===== config.mk =====
export PLATFORM = sky130hd
export DESIGN_NAME = tty_iot_responder
export DESIGN_NICKNAME = d
export VERILOG_FILES = /design/src/rtl/tty_iot_responder.sv
export SDC_FILE = /design/constraint.sdc
export NUM_CORES = 1
export LEC_CHECK = 0
export BUFFER_PORTS_ARGS = -buffer_cell sky130_fd_sc_hd__clkbuf_2
export CAP_MARGIN = 30
export CORE_MARGIN = 2
export CORE_UTILIZATION = 30
export CTS_CLUSTER_DIAMETER = 80
export DETAILED_ROUTE_END_ITERATION = 8
export GPL_ROUTABILITY_DRIVEN = 0
export HOLD_SLACK_MARGIN = 0.08
export PLACE_DENSITY = 0.49
export RECOVER_POWER = 50
export SYNTH_ARGS = -nofsm -noshare
export SYNTH_HDL_FRONTEND = slang
export SYNTH_SLANG_ARGS = --single-unit

===== constraint.sdc =====
create_clock -name CLK -period 1.4 [get_ports CLK]
set_input_delay 0.14 -clock CLK [delete_from_list [all_inputs] [get_ports CLK]]
set_output_delay 0.14 -clock CLK [all_outputs]
set_load 0.005 [all_outputs]

===== src/rtl/tty_iot_responder.sv =====
// Console TTY IOT responder: keyboard (dev 03) and 8N2 serial printer (dev 04) with shared IRQ.
// AC_OUT/AC_CLR/SKIP are same-cycle combinational; KBD_READY drops while KFLAG is set; print loads ignored while busy.
module tty_iot_responder #(
   parameter int CLKS_PER_BIT = 434
) (
   input  logic       CLK,
   input  logic       RESET,
   input  logic       IOT603x,
   input  logic       IOT604x,
   input  logic       IOT_STB,
   input  logic [2:0] IR,
   input  logic [7:0] AC_IN,
   input  logic       AC_IN_IE,
   output logic [7:0] AC_OUT,
   output logic       AC_CLR,
   output logic       SKIP,
   output logic       IRQ,
   output logic       TXD,
   input  logic [7:0] KBD_DATA,
   input  logic       KBD_VALID,
   output logic       KBD_READY
);

   localparam int CW = (CLKS_PER_BIT > 1) ? $clog2(CLKS_PER_BIT) : 1;
   localparam logic [CW-1:0] CLK_LAST = CW'(CLKS_PER_BIT - 1);

   typedef enum logic [1:0] {IDLE, START, DATA, STOP} prt_state_t;

   prt_state_t    state;
   logic [CW-1:0] clk_cnt;
   logic [2:0]    bit_cnt;
   logic [2:0]    bit_nxt;
   logic [7:0]    kbuf;
   logic [7:0]    pbuf;
   logic          kflag;
   logic          pflag;
   logic          ie;
   logic          txd_q;
   logic          irq_q;

   logic kbd_op, prt_op;
   logic kbd_clr, kbd_ie_ld, kbd_accept;
   logic prt_set, prt_clr, prt_load;
   logic bit_end, frame_done;

   assign kbd_op     = IOT_STB & IOT603x;
   assign prt_op     = IOT_STB & IOT604x;
   assign kbd_clr    = kbd_op & ((IR == 3'd0) | (IR == 3'd2) | (IR == 3'd6));
   assign kbd_ie_ld  = kbd_op & (IR == 3'd5);
   assign kbd_accept = KBD_VALID & ~kflag;
   assign prt_set    = prt_op & (IR == 3'd0);
   assign prt_clr    = prt_op & ((IR == 3'd2) | (IR == 3'd6));
   assign prt_load   = prt_op & ((IR == 3'd4) | (IR == 3'd6));

   assign bit_end    = (clk_cnt == CLK_LAST);
   assign bit_nxt    = bit_cnt + 3'd1;
   assign frame_done = (state == STOP) & bit_end & (bit_cnt == 3'd1);

   assign KBD_READY = ~kflag;
   assign TXD       = txd_q;
   assign IRQ       = irq_q;

   // Both devices may be selected at once; their responses are simply ORed.
   always_comb begin
      AC_OUT = 8'h00;
      AC_CLR = 1'b0;
      SKIP   = 1'b0;
      if (kbd_op) begin
         case (IR)
            3'd1: SKIP = kflag;
            3'd2: AC_CLR = 1'b1;
            3'd4: AC_OUT = kbuf;
            3'd6: begin
               AC_CLR = 1'b1;
               AC_OUT = kbuf;
            end
            default: ;
         endcase
      end
      if (prt_op && IR == 3'd1)
         SKIP = SKIP | pflag;
   end

   // An accept can only happen with KFLAG clear, so a coincident clear op has nothing to undo.
   always_ff @(posedge CLK) begin
      if (RESET) begin
         kflag <= 1'b0;
         kbuf  <= 8'h00;
         ie    <= 1'b1;
         pflag <= 1'b0;
         irq_q <= 1'b0;
      end else begin
         if (kbd_accept) begin
            kflag <= 1'b1;
            kbuf  <= KBD_DATA;
         end else if (kbd_clr) begin
            kflag <= 1'b0;
         end
         if (kbd_ie_ld)
            ie <= AC_IN_IE;
         if (frame_done || prt_set)
            pflag <= 1'b1;
         else if (prt_clr)
            pflag <= 1'b0;
         irq_q <= ie & (kflag | pflag);
      end
   end

   // TXD is registered and updated on the same edge as the state change, so each bit lasts exactly CLKS_PER_BIT cycles.
   always_ff @(posedge CLK) begin
      if (RESET) begin
         state   <= IDLE;
         clk_cnt <= '0;
         bit_cnt <= 3'd0;
         pbuf    <= 8'h00;
         txd_q   <= 1'b1;
      end else begin
         case (state)
            IDLE: begin
               clk_cnt <= '0;
               bit_cnt <= 3'd0;
               txd_q   <= 1'b1;
               if (prt_load) begin
                  pbuf  <= AC_IN;
                  state <= START;
                  txd_q <= 1'b0;
               end
            end
            START: begin
               if (bit_end) begin
                  clk_cnt <= '0;
                  state   <= DATA;
                  txd_q   <= pbuf[0];
               end else begin
                  clk_cnt <= clk_cnt + CW'(1);
               end
            end
            DATA: begin
               if (bit_end) begin
                  clk_cnt <= '0;
                  if (bit_cnt == 3'd7) begin
                     state   <= STOP;
                     bit_cnt <= 3'd0;
                     txd_q   <= 1'b1;
                  end else begin
                     bit_cnt <= bit_nxt;
                     txd_q   <= pbuf[bit_nxt];
                  end
               end else begin
                  clk_cnt <= clk_cnt + CW'(1);
               end
            end
            STOP: begin
               if (bit_end) begin
                  clk_cnt <= '0;
                  if (bit_cnt == 3'd1) begin
                     state   <= IDLE;
                     bit_cnt <= 3'd0;
                  end else begin
                     bit_cnt <= bit_nxt;
                  end
               end else begin
                  clk_cnt <= clk_cnt + CW'(1);
               end
            end
            default: state <= IDLE;
         endcase
      end
   end

endmodule

==> results.md, run 1 <==
Clock tree:
- The clock-pin slew on the worst setup and hold paths is 0.07 ns.
- The count of clock tree sinks is 35.
- Clock tree synthesis selected as its root buffer the cell sky130_fd_sc_hd__clkbuf_8.
- At the later pin of the worst-skew pair, clock insertion delay measures 0.29 ns.
- TritonCTS built the clock tree.
- The total clock buffers created by CTS is 5.
- The depth of the CTS H-tree is 2.
- The maximum clock insertion buffer count is 2.

Route:
- The length of the first detailed-routing pass in iterations is 4.
- For this block, the initial DRC count from the detailed router was 48.
- After detailed routing, the average wire length per cell comes to 11.6 um.
- The count of nets left with antenna violations after detail routing is 0.
- In the routed layout, each cell is associated on average with a via count of 4.50.
- The total wirelength of the detailed-routed design is 4110 um.
- In the routed design, unresolved DRC markers number 0.
- The final route contains 1592 vias.

Finish:
- After routing the design area is ~0.0026 mm2.
- The area growth from synthesis to layout is 51.5%.
- The fill cell total of the finished layout is 531.
- The multi-input combinational cells in the finished layout cover a total of 0.00115 mm2.
- 0 antenna diodes ended up in the layout.
- The utilization after layout is 47.4%.
- The proportion of layout cells with a drive suffix above 1 is between 30% and 40%.
- Summing all flip-flop and latch instances after layout gives 714 um2.
- The net count of the finished layout is 317.

Synth:
- The count of warnings emitted by yosys is 0.
- Of all cell types, the one taking the most synthesized area is sky130_fd_sc_hd__dfxtp_1.
- In this run the cell area of the synthesized design comes to 0.00173 mm2.
- Sequential cells were found to cover 40.4% of the synthesized design area.
- The flip-flop cell with the highest count after synthesis is sky130_fd_sc_hd__dfxtp_1.
- The count of different cell masters after synthesis is 39.
- The net count after synthesis is around 240.
- The area share of the largest cell type after synthesis is about two fifths.
- By count the netlist is led by 35 x sky130_fd_sc_hd__dfxtp_1, 30 x sky130_fd_sc_hd__nand2_1, 23 x sky130_fd_sc_hd__nor2_1.
- Ranked by total cell area, the synthesized netlist is headed by sky130_fd_sc_hd__dfxtp_1 40%, sky130_fd_sc_hd__mux2i_1 8.1%, sky130_fd_sc_hd__ha_1 7.2%, sky130_fd_sc_hd__nand2_1 6.5%, sky130_fd_sc_hd__nor2_1 5.0%.
- The number of flip-flops and latches in the synthesized netlist is 35.
- The async set-or-reset flop fraction in the synthesized netlist is 0%.
- The cell count after synthesis is 200.
- A synthesized cell averages 8.67 um2.
- The most common cell in the synthesized netlist is sky130_fd_sc_hd__dfxtp_1.
- The number of flops mapped to enable cells by yosys is 0.

Global routing:
- The number of global-route vias before repair is 1500.
- Global routing used 2.71% of the available met3 tracks.
- The most congested layer reported by global routing is met2.
- The number of antenna violations at the first check in global routing is 0.
- The first global-routing pass estimated 6710 um of wire.
- For this run, global-route usage on met1 was measured as 16.0%.
- The remaining global-route overflow is 0.
- Entering global routing, the biggest net connects 13 pins.
- Global routing consumed, over all layers together, 13.5% of the routing resources.
- Global routing consumed, on the met2 layer, a little under a quarter of the routing resources.

Setup path:
- The delay of the slowest cell on the worst path is about 0.38 ns.
- The startpoint identified for the worst register-to-register timing path is state[1]$_SDFFE_PP0P_.
- The worst setup path is launched from a flop.
- The signal on the critical path passes through ha_1, a22oi_2, or3_1, a21oi_1.
- The setup check on the worst reg-to-reg path leaves a slack of -0.04 ns.
- The reg-to-reg critical path endpoint is bit_cnt[1]$_SDFFE_PP0P_.
- Among all stages on the critical path, the largest delay is contributed by sky130_fd_sc_hd__dfxtp_4.
- The classification of the worst setup path is flop to flop.
- At the worst endpoint, the arrival time is 1.66 ns.
- The number of cells on the worst reg-to-reg path is 4.
- The maximum fanout along the worst path is 5.
- STA classifies the critical path endpoint as a flop.
- The required arrival time at the worst endpoint is 1.62 ns.

STA:
- The final clock skew is around 0.0052 ns.
- The top achievable clock speed is 694 MHz.
- The hold violation count in the final report was 0.
- The normalized max-slew margin is 61.4%.
- After layout, the worst path uses 103% of the clock period.
- After layout, the worst setup slack is -0.0413 ns.
- The clock period minus final worst setup slack is 1.44 ns.
- The number of slew-limit violations in the final report is 0.
- The transition at the pin with the smallest max-transition slack is between 0.5 and 0.6 ns.
- The worst hold margin is approximately 0.086 ns.
- The number of setup violations in the final report is 6.
- Setup repair after global routing could not meet its margin everywhere.

Run status:
- The checks that failed: negative setup slack.
- The run finished, with violations left.

Worst hold path:
- Counting instances, the worst hold path has a depth of 3.
- The class of the tightest hold or removal check is input pin to flop.
- The startpoint of the tightest hold check path is AC_IN[0].
- For hold timing, the worst endpoint is pbuf[0]$_SDFFE_PP0P_.

Placed design:
- The worst setup slack after placement is -0.127 ns.
- Summing all placed instances gives a cell area of 0.00224 mm2.
- Port buffering added 38 buffers.
- The wire-length estimate of the detail-placed layout is 2950 um.

Floorplan:
- The count of boundary I/O pins is 39.
- The initial utilization of the core area, before any placement, comes to a little under a third.
- The floorplan row count is 27.
- The floorplan step set the die width to 80.0 um.
- In this run the standard cell core region covers roughly 0.0055 mm2.
- The die covers 0.00640 mm2.
- The chip height is between 80 and 90 um.

Run:
- Max-cap violations in this run came to 0.

Power:
- The maximum vdd drop is roughly 0.00044 V.
- Summed over all cells, the static leakage comes to 1.13 nW.
- The total design power is 2.72 mW.
- For this design the ratio of total power to cell area is 1030 mW/mm2.
==> power breakdown <==
group / internal (mW) / switching (mW) / total, mW
logic: 0.464 / 0.413 / 0.877
registers: 1.07 / 0.0497 / 1.12
clock network: 0.348 / 0.375 / 0.722
==> cell usage in the layout (no fill, tap or decap), types with 5 or more instances in the layout <==
cell type	n
sky130_fd_sc_hd__mux2i_1	12
sky130_fd_sc_hd__dfxtp_1	28
sky130_fd_sc_hd__ha_4	5
sky130_fd_sc_hd__and2_1	8
sky130_fd_sc_hd__a21oi_1	14
sky130_fd_sc_hd__buf_4	23
sky130_fd_sc_hd__clkbuf_2	36
sky130_fd_sc_hd__dlygate4sd3_1	14
sky130_fd_sc_hd__clkbuf_8	5
sky130_fd_sc_hd__dfxtp_2	5
sky130_fd_sc_hd__xnor2_1	5
sky130_fd_sc_hd__nor2_1	22
sky130_fd_sc_hd__nand2_1	29
==> registers in the layout (all words and copies together) (netlist names) <==
signal   cells
IRQ          1
TXD          1
bit_cnt      3
clk_cnt      9
ie           1
kbuf         8
kflag        1
pbuf         8
pflag        1
state        2
==> how the worst max path moves through the flow <==
stage	startpoint	end	slack, ns	cells past startpoint
2_1_floorplan	clk_cnt[1]$_SDFF_PP0_	clk_cnt[2]$_SDFF_PP0_	-0.01	7
3_5_place_dp	clk_cnt[1]$_SDFF_PP0_	clk_cnt[4]$_SDFF_PP0_	-0.13	6
5_1_grt	state[1]$_SDFFE_PP0P_	bit_cnt[1]$_SDFFE_PP0P_	-0.13	4
3_3_place_gp	bit_cnt[0]$_SDFFE_PP0P_	TXD$_SDFFE_PP1P_	-0.11	5
6_report	state[1]$_SDFFE_PP0P_	bit_cnt[1]$_SDFFE_PP0P_	-0.04	4
4_1_cts	bit_cnt[0]$_SDFFE_PP0P_	TXD$_SDFFE_PP1P_	-0.09	7
==> repair_timing <==
item / CTS / global route
gates resized for setup: 21 / 16
hold buffers: 14 / 0
endpoints found under the hold margin: 14 / 0
setup endpoints to repair: 15 / 23
pin swaps: 9 / 7
buffers inserted: 0 / 1
==> layout make-up <==
type / instances / area share, %
sequential: 35 / 27.2
timing repair buffer: 79 / 21.1
multi-input combinational: 152 / 43.9
tap: 72 / 3.43
clock buffer: 6 / 2.76
clock inverter: 2 / 0.476
inverter: 8 / 1.14
==> worst max-delay path: cells and delay by family (launching register included) <==
| kind | cells | cell delay [ns] |
|---|---|---|
| fa+ha+maj | 1 | 0.33 |
| flops | 1 | 0.38 |
| compound gates | 2 | 0.29 |
| simple gates | 1 | 0.37 |
==> logic make-up after synthesis <==
kind of cell	Yosys count	share of synthesized area [%]
xor+xnor	7	3.54
flops	35	40.4
mux	14	8.08
compound gates	27	10.0
fa+ha+maj	10	7.22
simple gates	94	27.8
buf+inv	13	2.96
==> routing by layer <==
layer / wire length (um) / vias up
met5: 0 / -
met4: 52 / 0
met3: 185 / 5
met2: 1910 / 44
met1: 1950 / 698
li1: - / 845
==> through the flow <==
step / std cells / setup TNS, ns
5_1_grt: 354 / -1.09
2_1_floorplan: 200 / -0.0241
4_1_cts: 353 / -0.256
6_report: 354 / -0.164
3_5_place_dp: 331 / -1.39
3_3_place_gp: 331 / -1.02
Power figures use the tool's default switching activity.
==> inputs of run 2 (changes only) <==
- CORE_UTILIZATION: 30 -> 45
- PLACE_DENSITY: 0.49 -> 0.69
==> run 2 against run 1 <==
Effect of this change: the flow still finishes with violations (negative setup slack); sequential share of layout area up 1.2 points; sequential power about the same; maximum frequency down 4.1%; routed wire length up 7.1%; clock power about the same; utilization up 21 points; non-clock buffer count down 11; register-to-register slack worse by 0.06 ns; global-route usage up 6.8 points; critical endpoint is now state[0]$_SDFFE_PP0P_.
==> results.md, run 2 (synthesis gave the netlist of run 1 again) <==
Run status:
- The run finished, with violations left.
- The final reports fail on negative setup slack.

Route:
- The post-detailed-route DRC marker count is 0.
- The count of nets left with antenna violations after detail routing is 0.
- In the routed layout, each cell is associated on average with a via count of approximately 5.2.
- The count of routing violations after the opening detailed-route iteration is between 40 and 50.
- The routed wirelength normalized by instance count is between 10 and 15 um.
- The total wirelength of the detailed-routed design is 4400 um.
- The vias after detailed routing is 1657.
- The first detailed-routing pass ran for 4 iterations.

Power:
- The leakage power is 1.07 nW.
- The cell area power density is 1120 mW/mm2.
- The total design power is 2.82 mW.
- The worst-case IR drop observed on VDD is 0.000876 V.

Finish:
- The repair_antennas step left the layout with diodes totalling 0.
- Compared with the post-synthesis result, the final layout area differs by 46.0%.
- The final standard cell count with taps included and fillers excluded is 319.
- For this run, the share of the core covered by cells in the final layout is 68.7%.
- In the layout the commonest cells are 35 x sky130_fd_sc_hd__clkbuf_2, 29 x sky130_fd_sc_hd__nand2_1, 26 x sky130_fd_sc_hd__dfxtp_1.
- The layout has about 300 filler cells.
- The register containing the most flip-flops in the final layout is clk_cnt.
- The combined area of the multi-input logic cells is around 0.0012 mm2.
- The largest registers in the layout are clk_cnt: 9 flops, kbuf: 8 flops, pbuf: 8 flops.
- The area taken by flip-flops and latches is 719 um2.
- The number of flip-flops under the largest register name is 9.
- The proportion of layout cells with a drive suffix above 1 is between 40% and 50%.
- The net count of the finished layout is slightly above 300.
- The most common cell after layout, fill and taps aside is sky130_fd_sc_hd__clkbuf_2.

STA:
- The hold violation count in the final report is 0.
- Across all setup checks in the final design, the least slack found is -0.104 ns.
- The summed negative setup slack over all endpoints is -0.394 ns.
- The normalized max-slew margin is 70.7%.
- The number of slew-limit violations in the final report is 0.
- The top achievable clock speed is 665 MHz.
- Setup repair after global routing could not meet its margin everywhere.
- The number of setup violations in the final report is 8.
- The final clock skew is 0.00608 ns.
- Subtracting the final worst setup slack from the clock period gives 1.50 ns.
- Of the available clock period, the critical path in the final layout requires 107%.
- For the pin with the worst max-slew slack, the measured transition is 0.439 ns.

Placed design:
- The number of buffers added on ports is 38.
- Once detailed placement completed, the half-perimeter wirelength came to 2790 um.
- The count of placed standard cells including taps is 306.

Setup path:
- Of all nets on the critical path, the largest fanout is 3.
- At the worst endpoint, the required time is 1.59 ns.
- The startpoint type of the worst setup path is a flop.
- STA puts the critical path data arrival time at 1.69 ns.
- STA classifies the critical path endpoint as a flop.
- The classification of the worst setup path is flop to flop.

Floorplan:
- The die is approximately 66 um tall.
- The core footprint is approximately 0.0037 mm2.
- The count of boundary I/O pins is 39.
- Once the floorplan was initialized, standard cells occupied a little under half of the core.
- The die covers 0.00437 mm2.
- The x dimension of the die is 66.1 um.
- The floorplan row count is 22.

Global routing:
- The first-pass GRT wire length is 6620 um.
- The remaining global-route overflow is 0.
- The total routing usage reported by global routing is 20.3%.
- The maximum number of pins on one net before global-route repair is 22.
- The number of global-route vias before repair came to 1486.
- The number of antenna violations at the first check in global routing is 0.

Clock tree:
- The depth of the CTS H-tree is 2.
- The total clock buffers created by CTS is 5.
- The tree is rooted in a sky130_fd_sc_hd__clkbuf_8.
- The count of clock tree sinks is 35.
- The clock tree from TritonCTS is done.
- The maximum clock insertion buffer count is 2.
- The clock reaches the later pin of the worst-skew pair after between 0.2 and 0.3 ns.
- The clock-pin slew on the worst setup and hold paths is 0.06 ns.

Run:
- The count of maximum capacitance violations is 0.

Worst hold path:
- The class of the tightest hold or removal check is input pin to flop.
==> run 2: cell types whose count changed in the layout (fill, tap and decap cells not counted), moves of 2 or more <==
cell,before,now
sky130_fd_sc_hd__dlygate4sd3_1,14,3
sky130_fd_sc_hd__or3_4,1,3
sky130_fd_sc_hd__nor2_1,22,18
sky130_fd_sc_hd__dfxtp_1,28,26
sky130_fd_sc_hd__nor2_2,1,4
sky130_fd_sc_hd__ha_4,5,7
==> run 2: final cells by class <==
cell class,instances,share of cell area (%)
Sequential cell,35,28.4
Multi-Input combinational cell,153,47.1
Tap cell,48,2.37
Timing Repair Buffer,68,17.3
Clock buffer,6,3.26
Inverter,8,1.28
Clock inverter,1,0.198
==> run 2: through the flow <==
stage          worst slack (ns)  area (um2)  hold slack, ns
2_1_floorplan           -0.0116        1780           0.209
3_3_place_gp             -0.129        2200           0.366
3_5_place_dp             -0.115        2200           0.369
4_1_cts                 -0.0988        2400          0.0809
5_1_grt                  -0.148        2530          0.0858
6_report                 -0.104        2530          0.0763
==> run 2: metal layers <==
layer / wire (um) / vias to the layer above / track usage [%]
met5: 0 / - / 0
met4: 94 / 0 / 9.18
met3: 247 / 8 / 5.79
met2: 2110 / 51 / 33.0
met1: 1950 / 763 / 24.6
li1: - / 835 / -
==> run 2: repair_timing <==
action                                  4_1_cts  5_1_grt
pin swaps                                     9       11
hold endpoints to repair                      3        0
hold buffers                                  3        0
gates cloned                                  0        1
gates resized for setup                      19       29
buffers inserted                              0        2
endpoints found under the setup margin       23       23
==> run 2: worst max-delay path: stages (launching register included) <==
cell                       delay [ns]
sky130_fd_sc_hd__dfxtp_2         0.33
sky130_fd_sc_hd__inv_2           0.04
sky130_fd_sc_hd__ha_4            0.14
sky130_fd_sc_hd__and4_4          0.16
sky130_fd_sc_hd__buf_6           0.12
sky130_fd_sc_hd__a21o_4          0.21
sky130_fd_sc_hd__and3_4          0.16
sky130_fd_sc_hd__a211oi_2        0.24
==> run 2: path summary, 6_finish.rpt <==
| path | depth (start not counted) | from | slack [ns] | endpoint |
|---|---|---|---|---|
| hold / removal | 3 | KBD_DATA[4] | 0.08 | kbuf[4]$_SDFFE_PP0P_ |
| setup / recovery | 7 | clk_cnt[1]$_SDFF_PP0_ | -0.10 | state[0]$_SDFFE_PP0P_ |
| hold reg to reg | 2 | kbuf[7]$_SDFFE_PP0P_ | 0.45 | kbuf[7]$_SDFFE_PP0P_ |
| setup reg to reg | 7 | clk_cnt[1]$_SDFF_PP0_ | -0.10 | state[0]$_SDFFE_PP0P_ |
==> run 2: where the power goes <==
group / internal, mW / total, mW / leakage (nW) / switching (mW)
combinational: 0.491 / 0.966 / 0.730 / 0.475
sequential: 1.07 / 1.13 / 0.290 / 0.0618
clock: 0.385 / 0.725 / 0.0470 / 0.339
total: 1.95 / 2.82 / 1.07 / 0.877
